<file path="src/rtl/alu_op_sequencer.sv">
// alu_op_sequencer: drives a bus-loaded ALU through one operation per request.
// A request is accepted in IDLE, its operands are pushed over the shared
// alu_data bus with one load strobe per state (A, B, carry-in), the result is
// sampled after one EXEC cycle, and it is held in DONE until the consumer
// takes it.
// Optional feature: define ALU_SEQ_CHAIN_EN to add req_chain, which lets a
// request reuse the previous result in place of req_a.
module alu_op_sequencer #(
  parameter int WIDTH = 16
) (
  input  logic             clk,
  input  logic             rst,
  input  logic             req_valid,
  output logic             req_ready,
  input  logic [3:0]       req_s,
  input  logic             req_m,
  input  logic             req_cn,
  input  logic [WIDTH-1:0] req_a,
  input  logic [WIDTH-1:0] req_b,
`ifdef ALU_SEQ_CHAIN_EN
  input  logic             req_chain,
`endif
  output logic [WIDTH-1:0] alu_data,
  output logic             alu_lddr1,
  output logic             alu_lddr2,
  output logic             alu_ldcn,
  output logic [3:0]       alu_s,
  output logic             alu_m,
  input  logic [WIDTH-1:0] alu_f,
  input  logic [15:0]      alu_flag,
  output logic             rsp_valid,
  input  logic             rsp_ready,
  output logic [WIDTH-1:0] rsp_f,
  output logic [15:0]      rsp_flag,
  output logic             busy
);

  typedef enum logic [2:0] {
    IDLE,
    LOAD_A,
    LOAD_B,
    LOAD_CN,
    EXEC,
    DONE
  } state_t;

  state_t           state;
  logic [WIDTH-1:0] b_lat;
  logic             cn_lat;
  logic [2:0]       strobe;
`ifdef ALU_SEQ_CHAIN_EN
  logic [WIDTH-1:0] last_result;
`endif

  assign req_ready = (state == IDLE);
  assign busy      = (state != IDLE);

  assign {alu_lddr1, alu_lddr2, alu_ldcn} = strobe;

  // Main sequencer: the operand for each load state is put on alu_data at the
  // edge entering that state, so it is stable for the whole state and is still
  // valid when the ALU's gated clock rises at the edge leaving it.
  always_ff @(posedge clk) begin
    if (rst) begin
      state     <= IDLE;
      alu_data  <= '0;
      alu_s     <= '0;
      alu_m     <= 1'b0;
      b_lat     <= '0;
      cn_lat    <= 1'b0;
      rsp_f     <= '0;
      rsp_flag  <= '0;
      rsp_valid <= 1'b0;
`ifdef ALU_SEQ_CHAIN_EN
      last_result <= '0;
`endif
    end else begin
      case (state)
        IDLE: begin
          if (req_valid) begin
            state    <= LOAD_A;
            alu_s    <= req_s;
            alu_m    <= req_m;
            cn_lat   <= req_cn;
            b_lat    <= req_b;
`ifdef ALU_SEQ_CHAIN_EN
            alu_data <= req_chain ? last_result : req_a;
`else
            alu_data <= req_a;
`endif
          end
        end
        LOAD_A: begin
          state    <= LOAD_B;
          alu_data <= b_lat;
        end
        LOAD_B: begin
          state    <= LOAD_CN;
          alu_data <= {{(WIDTH-1){1'b0}}, cn_lat};
        end
        LOAD_CN: begin
          state <= EXEC;
        end
        EXEC: begin
          state     <= DONE;
          rsp_f     <= alu_f;
          rsp_flag  <= alu_flag;
          rsp_valid <= 1'b1;
`ifdef ALU_SEQ_CHAIN_EN
          last_result <= alu_f;
`endif
        end
        DONE: begin
          if (rsp_ready) begin
            rsp_valid <= 1'b0;
            state     <= IDLE;
          end
        end
        default: begin
          state <= IDLE;
        end
      endcase
    end
  end

  // Load strobes change on the falling edge so each one straddles the rising
  // edge that ends its load state; reset clears them at the next falling edge.
  always_ff @(negedge clk) begin
    if (rst) begin
      strobe <= 3'b000;
    end else begin
      case (state)
        LOAD_A:  strobe <= 3'b100;
        LOAD_B:  strobe <= 3'b010;
        LOAD_CN: strobe <= 3'b001;
        default: strobe <= 3'b000;
      endcase
    end
  end

endmodule

</file>
<file path="config.mk">
export PLATFORM = sky130hd
export DESIGN_NAME = alu_op_sequencer
export DESIGN_NICKNAME = d
export VERILOG_FILES = /design/src/rtl/alu_op_sequencer.sv
export SDC_FILE = /design/constraint.sdc
export NUM_CORES = 1
export LEC_CHECK = 0
export BUFFER_PORTS_ARGS = -buffer_cell sky130_fd_sc_hd__buf_2
export CELL_PAD_IN_SITES_DETAIL_PLACEMENT = 0
export CELL_PAD_IN_SITES_GLOBAL_PLACEMENT = 1
export CORE_ASPECT_RATIO = 1.1
export CORE_MARGIN = 4
export CORE_UTILIZATION = 35
export DETAILED_ROUTE_END_ITERATION = 16
export MAX_ROUTING_LAYER = met4
export PLACE_DENSITY_LB_ADDON = 0.1
export SLEW_MARGIN = 0
export SYNTH_ARGS = -nofsm -noshare
export SYNTH_HDL_FRONTEND = slang
export SYNTH_SLANG_ARGS = --single-unit
</file>
<file path="constraint.sdc">
create_clock -name clk -period 2.3 [get_ports clk]
set_input_delay 0.115 -clock clk [delete_from_list [all_inputs] [get_ports clk]]
set_output_delay 0.115 -clock clk [all_outputs]
set_load 0.005 [all_outputs]
</file>
==> impl_metrics.py <==
metrics = {
    "worst_setup_path": {
        "crit_required_ps": 2180,
        "worstSetupStartpointType": "flip-flop",
        "crit_buf_inv": 1,
        "cp_top_family": "flip-flops",
        "crit_fanout": 1,
        "arrival_ps": 1940,
        "end_kind": "output pin",
        "crit_chain": "buf_2",
        "critPathSlowestCell": "dfxtp_1",
        "crit_type": "reg -> out",
        "slowest_delay_ps": 300,
    },
    "placement": {
        "dpl.hpwl_um": 5730,
        "place_ws_ps": 272,
        "gp_congestion": 0.790,
        "portBuffers": 132,
    },
    "detailed_routing": {
        "wl_um": 8760,
        "drt_iter0_markers": 111,
        "avgRoutedWirePerCell_um": 13.3,
        "first_pass_iters": 4,
        "ant_nets": 0,
        "viasPerCell": 4.63,
        "num_vias": 3058,
        "drc": 0,
    },
    "layout": {
        "antennaDiodeCount": 0,
        "post-route-util_pct": 51.8,
        "final_common_cell": "buf_2",
        "final_cell_mix": "buf_2, nand2_1, dfxtp_1",
        "final_nets": 618,
        "nFillCells": 861,
        "area_growth_pct": 44.8,
        "multi_input_area_sq_um": 1250,
        "regArea_sq_um": 1540,
        "final_layout_size_suffix_gt1_share_pct": 29.5,
    },
    "clock_tree": {
        "root_buffer": "clkbuf_8",
        "cts_buffers": 9,
        "cts_sinks": 77,
        "path_clk_slew_ps": 70,
        "htree_levels": 3,
        "clock_latency_ps": 370,
        "postCtsSetupBuffers": 0,
        "cts_hold_buffers": 35,
        "post_cts_resized": 0,
        "cts_tree": "done",
        "cts_buffer_depth": 2,
    },
    "sta": {
        "clock_skew_ps": 31.8,
        "postLayoutSetupSlackWorst_ps": 241,
        "relSlewSlack_pct": 50.1,
        "tightest_slew_ps": 749,
        "rsz0062_at_grt": "false",
        "final_max_slew_viol_count": 0,
        "hold_viol_final": 0,
        "setup_viol": 0,
        "fin_tns_setup_ps": 0,
    },
    "yosys": {
        "syn_area_per_cell_sq_um": 7.79,
        "syn_area_sq_um": 2990,
        "synth_xor_area_share_pct": 0,
        "synth_top_family_by_area": "simple AND/OR/NAND/NOR gates",
        "ys_types": 22,
        "synthCells": 384,
        "synth_compound_area_share_pct": 19.7,
        "synth-simple-area-share_pct": 21.8,
        "synth_nets": 458,
        "yosysWarningCount": 0,
        "yosys.area_share.adder_pct": 0,
        "ys_seq_area_share_pct": 51.5,
        "synthMuxAreaShare_pct": 0,
        "synth-seq-cells": 77,
    },
    "floorplan": {
        "dieArea_sq_um": 10100,
        "initial_core_util_pct": 35.8,
        "rows": 35,
        "ioPinCount": 133,
        "core_sq_um": 8360,
        "die_y_um": 105,
        "die_x_um": 96.2,
    },
    "power_and_ir_drop": {
        "p_leak_nw": 2.00,
        "vdd_ir_drop_max_v": 0.000302,
        "p_per_area_nw_per_um2": 727,
    },
    "global_route": {
        "grt_pass1_wl_um": 14000,
        "grt_max_degree": 74,
        "overflow": 0,
        "first_global_vias": 2914,
        "track_usage_pct": 17.9,
        "antenna_found_initial": 0,
    },
    "run_status": {
        "status": "finished clean",
    },
    "job": {
        "max_cap_viol_count": 0,
    },
    "min_path": {
        "min_path_type": "in -> reg",
    },
}
Yosys cell counts (all sizes together):
cell | number | area, sq um
nand3 | 1 | 5.00
nand2 | 114 | 428
or3 | 2 | 12.5
a22oi | 15 | 113
clkbuf | 19 | 71.3
nor2b | 1 | 6.26
nor3 | 3 | 25.0
nand3b | 2 | 27.5
buf | 13 | 63.8
or2 | 1 | 6.26
a211oi | 1 | 7.51
nor2 | 8 | 30.0
dfxtp | 77 | 1540
inv | 19 | 71.3
and2 | 1 | 6.26
o22ai | 16 | 100
nand2b | 17 | 106
a21oi | 74 | 370
per-stage QoR:
step	total power [mW]	cells	cell area, sq um	hold WS, ps
after floorplan	1.81	384	2990	215
after global placement	2.03	605	3740	355
after detailed placement	2.03	605	3740	362
after CTS	3.19	658	4310	0.424
after global routing	3.33	660	4330	7.34
final	3.15	660	4330	16.2
sequential cells by signal (all words and copies together), names as in the netlist:
signal,count
rsp_flag,16
strobe,3
b_lat,16
alu_data,16
state,3
rsp_f,16
alu_m,1
cn_lat,1
rsp_valid,1
alu_s,4
worst paths after layout:
kind / slack [ps] / depth (start not counted) / startpoint / endpoint
setup / recovery: 240 / 1 / strobe[0] / alu_ldcn
hold / removal: 20 / 3 / alu_f[5] / rsp_f[5]
setup reg to reg: 280 / 2 / state[2] / strobe[1]
hold reg to reg: 450 / 2 / rsp_flag[2] / rsp_flag[2]
routing by layer:
layer  vias to the layer above  GRT usage [%]  part of all wire, %
li1                       1580              -                    -
met1                      1378           23.6                   46
met2                        90           27.6                   46
met3                        10           3.24                  6.4
met4                         0           5.59                  1.2
met5                         -              -                    0
logic make-up after synthesis:
group	Yosys count
DFF	77
buffers and inverters	51
and+or+nand+nor	150
AOI/OAI and AO/OA	106
layout make-up:
cell class,count,area share (%)
repair buffers,179,25.5
well taps,111,3.21
multi-input cells,256,28.9
inverters,18,1.56
clock buffers,11,3.76
clock inverters,8,1.47
flip-flops and latches,77,35.6
tightest hold or removal path: cells and delay by family:
family | cells | cell delay (ps)
AOI/OAI and AO/OA | 1 | 50
and+or+nand+nor | 1 | 40
buffers and inverters | 1 | 100
power breakdown:
| part | total (mW) | switching (mW) | internal, mW |
|---|---|---|---|
| Sequential | 1.49 | 0.0531 | 1.43 |
| Combinational | 0.546 | 0.280 | 0.266 |
| Clock | 1.11 | 0.511 | 0.601 |
| Total | 3.15 | 0.845 | 2.30 |
No activity file was read; power rests on OpenSTA's default activity.
